**config.mk**
```make
export PLATFORM = sky130hd
export DESIGN_NAME = turf_axis_rdwr_burst
export DESIGN_NICKNAME = d
export VERILOG_FILES = /design/src/rtl/turf_rdwr_pkg.sv /design/src/rtl/turf_rdwr_timeout.sv /design/src/rtl/turf_axis_rdwr_burst.sv
export SDC_FILE = /design/constraint.sdc
export NUM_CORES = 1
export LEC_CHECK = 0
export CELL_PAD_IN_SITES_DETAIL_PLACEMENT = 1
export CELL_PAD_IN_SITES_GLOBAL_PLACEMENT = 1
export CORE_UTILIZATION = 38
export CTS_CLUSTER_DIAMETER = 50
export DETAILED_ROUTE_END_ITERATION = 6
export PLACE_DENSITY_LB_ADDON = 0.1
export SETUP_SLACK_MARGIN = 0.05
export SLEW_MARGIN = 25
export SYNTH_ARGS = -nofsm -noshare
export SYNTH_HDL_FRONTEND = slang
export SYNTH_SLANG_ARGS = --single-unit
export TNS_END_PERCENT = 50
```
**constraint.sdc**
```tcl
create_clock -name aclk -period 3.15 [get_ports aclk]
set_clock_uncertainty 0.05 [all_clocks]
set_input_delay 0.4725 -clock aclk [delete_from_list [all_inputs] [get_ports aclk]]
set_output_delay 0.4725 -clock aclk [all_outputs]
set_load 0.03 [all_outputs]
```
**src/rtl/turf_rdwr_pkg.sv**
```systemverilog
// turf_rdwr_pkg
// Shared definitions for the burst stream <-> register-bus bridge:
//   - bridge FSM state encoding
//   - header field positions (RW bit, tag LSB)
//   - status word bit positions
package turf_rdwr_pkg;

    typedef enum logic [2:0] {
        S_IDLE,
        S_GET_LEN,
        S_RD_HDR,
        S_RD_ACK,
        S_RD_DATA,
        S_WR_ACK,
        S_WR_HDR,
        S_STATUS
    } state_e;

    // Header: [DW-1] = 1 read / 0 write, [DW-2:AW] = tag, [AW-1:0] = address
    function automatic int hdr_rw_bit(input int dw);
        return dw - 1;
    endfunction

    function automatic int hdr_tag_lsb(input int aw);
        return aw;
    endfunction

    // Status: [DW-1] = some beat timed out, [LEN_BITS:0] = beats acked
    function automatic int stat_err_bit(input int dw);
        return dw - 1;
    endfunction

    localparam int STAT_CNT_LSB = 0;

endpackage

```
**src/rtl/turf_rdwr_timeout.sv**
```systemverilog
// turf_rdwr_timeout
// Per-beat ack watchdog. Counts cycles while run is high; expired fires on
// the TIMEOUT-th consecutive running cycle of a beat. clr restarts the count
// and takes priority over run. TIMEOUT = 0 disables the watchdog.
// Ports:
//   clk, rst_n : clock, asynchronous active-low reset
//   run        : bus strobe is active this cycle
//   clr        : current beat terminates this cycle
//   expired    : beat times out this cycle
module turf_rdwr_timeout #(
    parameter int TIMEOUT = 255
) (
    input  logic clk,
    input  logic rst_n,
    input  logic run,
    input  logic clr,
    output logic expired
);

    generate
        if (TIMEOUT == 0) begin : g_off
            logic unused_in;
            assign unused_in = &{1'b0, clk, rst_n, run, clr};
            assign expired   = 1'b0;
        end else begin : g_on
            localparam int CW = $clog2(TIMEOUT + 1);
            logic [CW-1:0] cnt_q, cnt_d;

            always_comb begin
                cnt_d = cnt_q;
                if (clr)      cnt_d = '0;
                else if (run) cnt_d = cnt_q + CW'(1);
            end

            always_ff @(posedge clk or negedge rst_n) begin
                if (!rst_n) cnt_q <= '0;
                else        cnt_q <= cnt_d;
            end

            // cnt_q counts the cycles already spent, so this cycle is number cnt_q+1
            assign expired = run && (cnt_q == CW'(TIMEOUT - 1));
        end
    endgenerate

endmodule

```
**src/rtl/turf_axis_rdwr_burst.sv**
```systemverilog
// turf_axis_rdwr_burst
// AXI4-Stream to register-bus (en/wr/ack) bridge with bursts.
// Command: header word, length word (beats-1), then write data for writes.
// Response: header echo, read data (reads only), status word with tlast.
// Ports:
//   aclk, aresetn              : clock, asynchronous active-low reset
//   s_axis_tdata/tvalid/tready : command / length / write-data stream in
//   m_axis_tdata/tvalid/tready : response stream out, tlast on status
//   en_o, wr_o, ack_i          : bus strobe, write qualifier, acknowledge
//   adr_o                      : bus address (registered)
//   dat_i                      : bus read data
//   dat_o                      : bus write data (straight from s_axis_tdata)
module turf_axis_rdwr_burst
    import turf_rdwr_pkg::*;
#(
    parameter int                    DATA_WIDTH = 32,
    parameter int                    ADDR_WIDTH = 28,
    parameter int                    LEN_BITS   = 8,
    parameter int                    ADDR_INC   = 1,
    parameter int                    TIMEOUT    = 255,
    parameter logic [DATA_WIDTH-1:0] ERR_DATA   = '1
) (
    input  logic                  aclk,
    input  logic                  aresetn,
    input  logic [DATA_WIDTH-1:0] s_axis_tdata,
    input  logic                  s_axis_tvalid,
    output logic                  s_axis_tready,
    output logic [DATA_WIDTH-1:0] m_axis_tdata,
    output logic                  m_axis_tvalid,
    input  logic                  m_axis_tready,
    output logic                  m_axis_tlast,
    output logic                  en_o,
    output logic                  wr_o,
    input  logic                  ack_i,
    output logic [ADDR_WIDTH-1:0] adr_o,
    input  logic [DATA_WIDTH-1:0] dat_i,
    output logic [DATA_WIDTH-1:0] dat_o
);

    state_e                state_q, state_d;
    logic [DATA_WIDTH-1:0] hdr_q, hdr_d;
    logic [LEN_BITS-1:0]   rem_q, rem_d;     // beats left after the current one
    logic [LEN_BITS:0]     cnt_q, cnt_d;     // beats acked
    logic                  err_q, err_d;     // some beat timed out
    logic [ADDR_WIDTH-1:0] adr_q, adr_d;
    logic [DATA_WIDTH-1:0] mdat_q, mdat_d;
    logic                  mvld_q, mvld_d;
    logic                  mlst_q, mlst_d;

    logic                  expired;
    logic                  term;
    logic                  m_hs;
    logic [DATA_WIDTH-1:0] status_w;

    // Write strobe waits for data to be present so a beat never fires empty
    assign en_o  = (state_q == S_RD_ACK) || ((state_q == S_WR_ACK) && s_axis_tvalid);
    assign wr_o  = (state_q == S_WR_ACK);
    assign term  = en_o && (ack_i || expired);
    assign m_hs  = mvld_q && m_axis_tready;
    assign dat_o = s_axis_tdata;

    // Write words are consumed exactly when their beat terminates, timed out or not
    assign s_axis_tready = aresetn &&
                           ((state_q == S_IDLE) || (state_q == S_GET_LEN) || (wr_o && term));

    assign m_axis_tdata  = mdat_q;
    assign m_axis_tvalid = mvld_q;
    assign m_axis_tlast  = mlst_q;
    assign adr_o         = adr_q;

    turf_rdwr_timeout #(
        .TIMEOUT(TIMEOUT)
    ) u_timeout (
        .clk    (aclk),
        .rst_n  (aresetn),
        .run    (en_o),
        .clr    (term),
        .expired(expired)
    );

    always_comb begin
        status_w                                      = '0;
        status_w[stat_err_bit(DATA_WIDTH)]            = err_q;
        status_w[STAT_CNT_LSB + LEN_BITS:STAT_CNT_LSB] = cnt_q;
    end

    always_comb begin
        state_d = state_q;
        hdr_d   = hdr_q;
        rem_d   = rem_q;
        cnt_d   = cnt_q;
        err_d   = err_q;
        adr_d   = adr_q;
        mdat_d  = mdat_q;
        mvld_d  = mvld_q;
        mlst_d  = mlst_q;

        // Beat bookkeeping; ack wins over a simultaneous timeout
        if (term) begin
            adr_d = adr_q + ADDR_WIDTH'(ADDR_INC);
            if (ack_i) cnt_d = cnt_q + (LEN_BITS + 1)'(1);
            else       err_d = 1'b1;
        end

        case (state_q)
            S_IDLE: begin
                if (s_axis_tvalid) begin
                    hdr_d   = s_axis_tdata;
                    state_d = S_GET_LEN;
                end
            end
            S_GET_LEN: begin
                if (s_axis_tvalid) begin
                    rem_d = s_axis_tdata[LEN_BITS-1:0];
                    cnt_d = '0;
                    err_d = 1'b0;
                    adr_d = hdr_q[ADDR_WIDTH-1:0];
                    if (hdr_q[hdr_rw_bit(DATA_WIDTH)]) begin
                        mdat_d  = hdr_q;
                        mvld_d  = 1'b1;
                        state_d = S_RD_HDR;
                    end else begin
                        state_d = S_WR_ACK;
                    end
                end
            end
            S_RD_HDR: begin
                if (m_hs) begin
                    mvld_d  = 1'b0;
                    state_d = S_RD_ACK;
                end
            end
            S_RD_ACK: begin
                if (term) begin
                    mdat_d  = ack_i ? dat_i : ERR_DATA;
                    mvld_d  = 1'b1;
                    state_d = S_RD_DATA;
                end
            end
            S_RD_DATA: begin
                if (m_hs) begin
                    if (rem_q != '0) begin
                        rem_d   = rem_q - LEN_BITS'(1);
                        mvld_d  = 1'b0;
                        state_d = S_RD_ACK;
                    end else begin
                        mdat_d  = status_w;
                        mlst_d  = 1'b1;
                        state_d = S_STATUS;
                    end
                end
            end
            S_WR_ACK: begin
                if (term) begin
                    if (rem_q == '0) begin
                        mdat_d  = hdr_q;
                        mvld_d  = 1'b1;
                        state_d = S_WR_HDR;
                    end else begin
                        rem_d = rem_q - LEN_BITS'(1);
                    end
                end
            end
            S_WR_HDR: begin
                // cnt_q/err_q already include the final beat here
                if (m_hs) begin
                    mdat_d  = status_w;
                    mlst_d  = 1'b1;
                    state_d = S_STATUS;
                end
            end
            S_STATUS: begin
                if (m_hs) begin
                    mvld_d  = 1'b0;
                    mlst_d  = 1'b0;
                    state_d = S_IDLE;
                end
            end
            default: state_d = S_IDLE;
        endcase
    end

    always_ff @(posedge aclk or negedge aresetn) begin
        if (!aresetn) begin
            state_q <= S_IDLE;
            hdr_q   <= '0;
            rem_q   <= '0;
            cnt_q   <= '0;
            err_q   <= 1'b0;
            adr_q   <= '0;
            mdat_q  <= '0;
            mvld_q  <= 1'b0;
            mlst_q  <= 1'b0;
        end else begin
            state_q <= state_d;
            hdr_q   <= hdr_d;
            rem_q   <= rem_d;
            cnt_q   <= cnt_d;
            err_q   <= err_d;
            adr_q   <= adr_d;
            mdat_q  <= mdat_d;
            mvld_q  <= mvld_d;
            mlst_q  <= mlst_d;
        end
    end

endmodule

```
# Word-level counts from Yosys, hierarchy flattened

Index checks and enable logic that the tools add are counted.

Reductions and logical operators: 25
$add $sub $neg: 4
Multiplexer cells: 54
Equal/unequal tests: 22

Operator list:

| operator                | number |
|---|---|
| $mux W32                | 9 |
| $pmux W32 S5            | 1 |
| $mux W28                | 3 |
| $mux W8                 | 7 |
| $mux W9                 | 4 |
| $mux W3                 | 11 |
| $add A28 B1 Y28 const B | 1 |
| $reduce_and A9 Y1       | 3 |
| $pmux W3 S8             | 1 |
| $pmux W8 S3             | 1 |
| $ne A2 B2 Y1 const B    | 11 |
| $mux W1                 | 15 |
| $eq A3 B3 Y1 const B    | 4 |
| $reduce_bool A5 Y1      | 2 |
| $add A9 B1 Y9 const B   | 1 |
| $add A8 B1 Y8 const B   | 1 |
| $eq A8 B8 Y1 const B    | 1 |
| $logic_not A8 Y1        | 1 |
| $reduce_bool A8 Y1      | 1 |
| $sub A8 B1 Y8 const B   | 1 |
| $eq A3 B2 Y1 const B    | 2 |
| $logic_and A1 B1 Y1     | 6 |
| $ne A2 B1 Y1 const B    | 3 |
| $reduce_and A6 Y1       | 1 |
| 10 further kinds        | 14 |

Register bits after elaboration: 123
Output and inout port bits: 97
Logic and storage cells: 115
Input bits: 69

# Longest topological paths before layout

Depth after elaboration: 9
Mapped depth: 9
Gate-level depth less buffers: 7

# Modules after synthesis

A second synthesis with hierarchy kept.

Cells, all modules: 688
Area, all modules: 6692.7 µm²

Modules (own cells, without submodules):

| module               | times used | sequential area each (µm²) | cells an instance | area an instance (µm²) |
|---|---|---|---|---|
| turf_axis_rdwr_burst | 1          | 2877.8                     | 647               | 6281.0 |
| turf_rdwr_timeout    | 1          | 200.2                      | 41                | 411.6 |

# Least setup slack after synthesis

OpenSTA, ideal clock, no wires.

Path type: flip-flop to flip-flop
Start point: register adr_q[12] (netlist: adr_o[12])
End point: register adr_q[24] (netlist: adr_o[24])
Arrival time: 2.263 ns
Clock period less this slack: 2.395 ns
Buffers on the path: 1
Cell stages (with the launch flop): 7
Path slack: 0.755 ns
Data required time: 3.018 ns
Library setup time: 0.082 ns
Cells stage by stage: dfrtp_1 and4_1 nand4_1 or4_1 buf_2 or4_1 a31oi_1

Longest elaborated chain between the ends: 4

Ends and longest elaborated chain:

| item                   | line                        | RTL |
|---|---|---|
| start, declared        | turf_axis_rdwr_burst.sv:45  | `logic [ADDR_WIDTH-1:0] adr_q, adr_d;` |
| start signal, assigned | turf_axis_rdwr_burst.sv:200 | `adr_q <= adr_d;` |
| $add A28 B1 Y28 *      | turf_axis_rdwr_burst.sv:100 | `adr_d = adr_q + ADDR_WIDTH'(ADDR_INC);` |
| $mux W28 *             | turf_axis_rdwr_burst.sv:99  | `if (term) begin` |
| $mux W28               | turf_axis_rdwr_burst.sv:113 | `if (s_axis_tvalid) begin` |
| $mux W28 *             | turf_axis_rdwr_burst.sv:105 | `case (state_q)` |
| via adr_d[24]          | turf_axis_rdwr_burst.sv:45  |  |

Mark *: on every way through the listed nets, which the timed path passes. The rest lies on a longest branch.
A chain may end at the register's enable or synchronous reset.

# Worst setup path in the final report

Start point: register state_q[1]
End point: output port wr_o

Longest elaborated chain between the ends: 1

Ends and longest elaborated chain:

| item                   | line                        | RTL |
|---|---|---|
| start, declared        | turf_axis_rdwr_burst.sv:40  | `state_e state_q, state_d;` |
| start signal, assigned | turf_axis_rdwr_burst.sv:195 | `state_q <= state_d;` |
| $eq A3 B3 Y1           | turf_axis_rdwr_burst.sv:57  | `assign wr_o = (state_q == S_WR_ACK);` |
| end, declared          | turf_axis_rdwr_burst.sv:33  | `output logic wr_o,` |

Every way passes these cells.

==> results.ini <==
[timing]
finalMaxSlewViolations = 0
worstMarginPinSlew_ps = 809.4
tns_ps = 0
setup_violations = 0
finalHoldViolCount = 0
fmax_mhz = 340.5
hold-worst-slack_ps = 54.57
fin_crit_sh_pct = 93.23
relSlewSlack_pct = 45.54
finalCriticalPeriod_ps = 2937
rsz0062_at_grt = no

[floorplanning]
start_util_pct = 39.07
dieArea_um2 = 18380
pin_count = 166
num_rows = 48
core_region_area_um2 = 17360
dieHeight_um = 135.6
die_w_um = 135.6

[cells_and_area]
antennaDiodeCount = 0
final_cell_area_um2 = 9145
syn2layout_area_growth_pct = 34.85
drive_above_1_share_pct = 15.63
fin_nets = 900
final.fill_count = 1896
fin_cells = 1063
multi_input_comb_area_um2 = 3126
regArea_um2 = 3080

[run_status]
status = complete, no violations

[worst_setup_path]
critPathKind = reg -> out
slowest_stage = clkdlybuf4s50_1
worstPathMaxFanout = 15
path_cells = nand2b_1, nor2_1, clkdlybuf4s50_1
critPathCaptureType = output pin
required_ps = 2630
start_kind = register
slowest_delay_ps = 770
critPathArrivalTime_ps = 2410

[logic_synthesis]
synth-async-reset-ratio_pct = 100.0
yosysUniqueCellTypes = 59
synth_top_area_cell = dfrtp_1
yosysSeqAreaShare_pct = 45.39
yosys_warnings = 0
ys_ff_latch = 123
yosysMostFrequentCell = dfrtp_1
synth_area_um2 = 6782
synth_fp_nets = 775
synth_area_leaders = dfrtp_1, mux2_2, a31oi_1
avgSynthCellArea_um2 = 9.688
syn_inst = 700
synth_commonest_cells = dfrtp_1, mux2_2, a31oi_1, nor2_1, a21oi_1
synth_edf_count = 0
synth_ff_type = dfrtp_1
yosysTopAreaCellShare_pct = 45.39

[clocking]
ctsLongestPathBuffers = 2
clk_pin_slew_worst_paths_ps = 60
root_buffer = clkbuf_16
numCtsBuffers = 17
hold_buffers = 0
htreeDepth = 4
worstSkewPairLatency_ps = 420
cts_sinks = 123
cts_tree = done

[route]
drtAntennaViolNets = 0
routed_wl_mm = 21.97
drc = 0
vias_per_cell = 5.703
drt_iter0_markers = 292
num_vias = 6062
wire_per_inst_um = 20.67
drt-pass1-iter-count = 4

[placement]
dpl-instance-area_um2 = 8487
place_inst = 1031
io_buffers = 165
gp_congestion = 0.8469
dpl.hpwl_mm = 15.56

[job]
drv_cap = 0

[global_route]
grt_max_degree = 124
grt_antenna_before_repair = 0
overflow = 0
grt_usage_pct = 24.92
grt_pass1_wl_mm = 34.93
grt_pass1_vias = 6339

[pwr]
leakage_nw = 3.723
power_density_nw_per_um2 = 1132
vdd_ir_drop_max_uv = 571.0

[hold_path]
worstHoldPathType = in -> async

-- metrics by stage --
stage               util, %  power (mW)  setup WS, ps
floorplan                 -       6.175         754.8
global placement      48.90       7.990         239.2
detailed placement    48.90       8.194         98.83
CTS                   52.67       10.40         73.75
global route          52.69       10.95         151.9
finish                52.69       10.35         213.2
-- path summary, 6_finish.rpt --
path	depth (start not counted)	endpoint	slack (ps)	startpoint
max	3	wr_o	210	state_q[1]
min	2	u_timeout.g_on.cnt_q[0]	50	aresetn
max reg2reg	7	adr_o[16]	460	state_q[1]
min reg2reg	1	err_q	460	err_q
max in group asynchronous	2	hdr_q[20]	2380	aresetn
min in group aclk	1	err_q	460	err_q
-- layout make-up --
cell class / count / share of cell area (%)
multi-input cells: 455 / 34.18
clock buffers: 22 / 5.404
clock inverters: 10 / 1.765
repair buffers: 184 / 20.08
well taps: 225 / 3.078
flip-flops and latches: 123 / 33.68
inverters: 44 / 1.806
-- timing repair --
item,4_1_cts,5_1_grt
resized for setup,0,2
buffers inserted,0,0
endpoints found under the setup margin,0,1
-- per-layer routing --
metal / part of all wire [%] / wire length [um] / global-route usage, % / vias up
li1: - / - / - / 2768
met1: 46 / 10120 / 33.77 / 3100
met2: 48 / 10650 / 40.11 / 165
met3: 4.0 / 869 / 4.602 / 29
met4: 1.5 / 328 / 7.803 / 0
met5: 0 / 0 / 0 / -
-- kinds of logic after synthesis --
group | count (synthesis) | synth area share, %
buf+inv | 122 | 8.635
fa+ha+maj | 6 | 1.107
xor+xnor | 17 | 2.196
simple gates | 188 | 14.35
compound gates | 176 | 17.10
flops | 123 | 45.39
mux | 68 | 11.22
-- state kept, by name, indices dropped and copies added (netlist names) --
signal                cells
state_q                   3
err_q                     1
cnt_q                     9
m_axis_tvalid             1
adr_o                    28
m_axis_tlast              1
hdr_q                    32
m_axis_tdata             32
rem_q                     8
u_timeout.g_on.cnt_q      8
-- report_power, final --
part           leakage [nW]  switching, mW  total [mW]  internal, mW
registers              1.49          0.822        3.13          2.31
clock network         0.314          0.731        2.16          1.43
logic                  1.92           2.78        5.06          2.28
-- critical path: cells and delay by family (launching register included) --
kind / cells / cell delay (ps)
and+or+nand+nor: 2 / 660
DFF: 1 / 560
buffers and inverters: 1 / 770
-- placed cells by master (no fill, tap or decap), types with 4 or more instances in the layout --
cell type,n
a21oi_1,44
a221o_1,9
a22oi_1,5
a31oi_1,45
and2_1,5
and4_1,5
buf_12,4
buf_4,18
bufinv_16,4
clkbuf_16,17
clkbuf_8,5
clkdlybuf4s50_1,162
dfrtp_1,121
ha_1,6
inv_1,43
mux2_2,64
mux2i_1,4
nand2_1,42
nand3_1,24
nand4_1,12
nor2_1,45
nor3_1,11
nor4_1,5
o211ai_1,5
o21ai_0,24
o2bb2ai_1,5
o31ai_1,15
or4_1,13
xnor2_1,12
xor2_1,5
No activity file was read; power rests on OpenSTA's default activity.
==> RTL change, RTL diff (same settings) <==
Encoding of `state_e`: now one-hot (8 bits for 8 states).
--- a/src/rtl/turf_rdwr_pkg.sv
+++ b/src/rtl/turf_rdwr_pkg.sv
@@ -5,15 +5,15 @@
 //   - status word bit positions
 package turf_rdwr_pkg;
 
-    typedef enum logic [2:0] {
-        S_IDLE,
-        S_GET_LEN,
-        S_RD_HDR,
-        S_RD_ACK,
-        S_RD_DATA,
-        S_WR_ACK,
-        S_WR_HDR,
-        S_STATUS
+    typedef enum logic [7:0] {
+        S_IDLE    = 8'b00000001,
+        S_GET_LEN = 8'b00000010,
+        S_RD_HDR  = 8'b00000100,
+        S_RD_ACK  = 8'b00001000,
+        S_RD_DATA = 8'b00010000,
+        S_WR_ACK  = 8'b00100000,
+        S_WR_HDR  = 8'b01000000,
+        S_STATUS  = 8'b10000000
     } state_e;
 
     // Header: [DW-1] = 1 read / 0 write, [DW-2:AW] = tag, [AW-1:0] = address
Check against the original RTL: no difference found for any inputs over 4 cycles, from zero or initial values and one cycle with aresetn low; so few cycles prove little.
==> RTL change against the unedited design <==
  * Cell area rose by 3.4%
  * Setup slack got worse by 0.11 ns
  * Critical path depth rose by 3
  * Routed wire length fell by 2.0%
  * Hold slack improved by 0.032 ns
  * First-iteration DRC count fell by 26%
  * Largest cell class unchanged
  * Highest routed layer unchanged
  * Sequential cell count rose by 5
  * Total power fell by 9.4%
  * Area after synthesis rose by 2.7%
  * Final cell count rose by 2.1%
==> RTL change: results (changes against the unedited design) <==
[layout]
final_net_count=917  ; was 900
instances_no_fill=1085  ; was 1063
drive_gt1_share_pct=16.0  ; was 15.6%

[detailed_routing]
wire_per_inst_um=19.8  ; was 20.7 um
viasPerCell=5.41  ; was 5.70
first_iter_violations=216  ; was 292

[worst_setup_path]
crit_path_top_delay_cell=or4_4  ; was clkdlybuf4s50_1
critical-path-max-stage-delay_ns=0.56  ; was 0.77 ns
worstPathMaxFanout=6  ; was 15
cp.arrival_ns=2.52  ; was 2.41 ns
r2r_slack_ns=0.14  ; was 0.46 ns

[sta]
min_period_ns=3.05  ; was 2.94 ns
tightest_slew_ns=0.759  ; was 0.809 ns
whs_ns=0.0871  ; was 0.0546 ns

[power]
ir_drop_v=0.000495  ; was 0.000571 V
p_leak_nw=4.06  ; was 3.72 nW

[yosys]
syn_nets=774  ; was 775
ys_top_cells_by_area=dfrtp_1 (46%), mux2_4 (6.5%), mux2_2 (5.0%)  ; was dfrtp_1 (45%), mux2_2 (11%), a31oi_1 (4.2%)
synthTopCellsByCount=dfrtp_1 (127), nand2_1 (74), o21ai_0 (68), nor2_1 (44), a21oi_1 (34)  ; was dfrtp_1 (123), mux2_2 (64), a31oi_1 (45), nor2_1 (45), a21oi_1 (44)
synth_cell_types=58  ; was 59
seq_area_frac_synth_pct=46.0  ; was 45.4%

[status]
status=completed  ; unchanged

[global_route]
grt_pass1_vias=6333  ; was 6339
grt_max_degree=129  ; was 124
grt.total_usage_pct=23.9  ; was 24.9%

[worst_hold_path]
worstHoldPathType=input port to asynchronous set/reset pin  ; unchanged

[placed_design]
place_congestion=0.801  ; was 0.847
place_area_sq_mm=0.00879  ; was 0.00849 sq mm
pre_cts_ws_ns=0.153  ; was 0.0988 ns
hpwl_um=15300  ; was 15600 um

==> RTL change: cell type report <==
class | count | area [sq um]
well taps | 229 | 287
inverters | 19 | 71.3
fillers | 1991 | 8510
flip-flops and latches | 128 | 3200
clock inverters | 13 | 209
clock buffers | 19 | 453
multi-input cells | 484 | 3300
repair buffers | 193 | 1930
==> RTL change: layer usage <==
layer | track usage, % | share of wire, % | vias to the layer above
li1 | - | - | 2717
met1 | 29.8 | 44 | 2984
met2 | 40.5 | 50 | 135
met3 | 5.08 | 3.9 | 32
met4 | 8.55 | 1.7 | 0
met5 | 0 | 0 | -
==> RTL change: kinds of logic after synthesis <==
kind of cell	share of synthesized area (%)
XOR/XNOR	4.65
adder cells (fa/ha/maj)	0.898
flip-flops	46.0
multiplexers	12.4
buffers and inverters	6.81
AO/OA/AOI/OAI	11.8
AND/OR/NAND/NOR	17.4
==> RTL change: worst paths after layout <==
| check | startpoint | end | depth (start not counted) |
|---|---|---|---|
| min in group aclk | m_axis_tlast | m_axis_tlast | 1 |
| max | state_q[6] | s_axis_tready | 6 |
| min | aresetn | m_axis_tdata[7] | 2 |
| min reg2reg | m_axis_tlast | m_axis_tlast | 1 |
| max in group asynchronous | aresetn | m_axis_tdata[13] | 2 |
| max reg2reg | state_q[6] | m_axis_tdata[0] | 7 |
==> RTL change: critical path, delay by kind of cell, from the launching register on <==
| kind | cells | cell delay, ns |
|---|---|---|
| flops | 1 | 0.42 |
| compound gates | 2 | 0.56 |
| simple gates | 3 | 0.97 |
| buf+inv | 1 | 0.15 |
==> RTL change: power by group <==
part           switching [mW]  internal (mW)
combinational            2.07           2.02
sequential              0.684           2.36
clock                   0.786           1.45
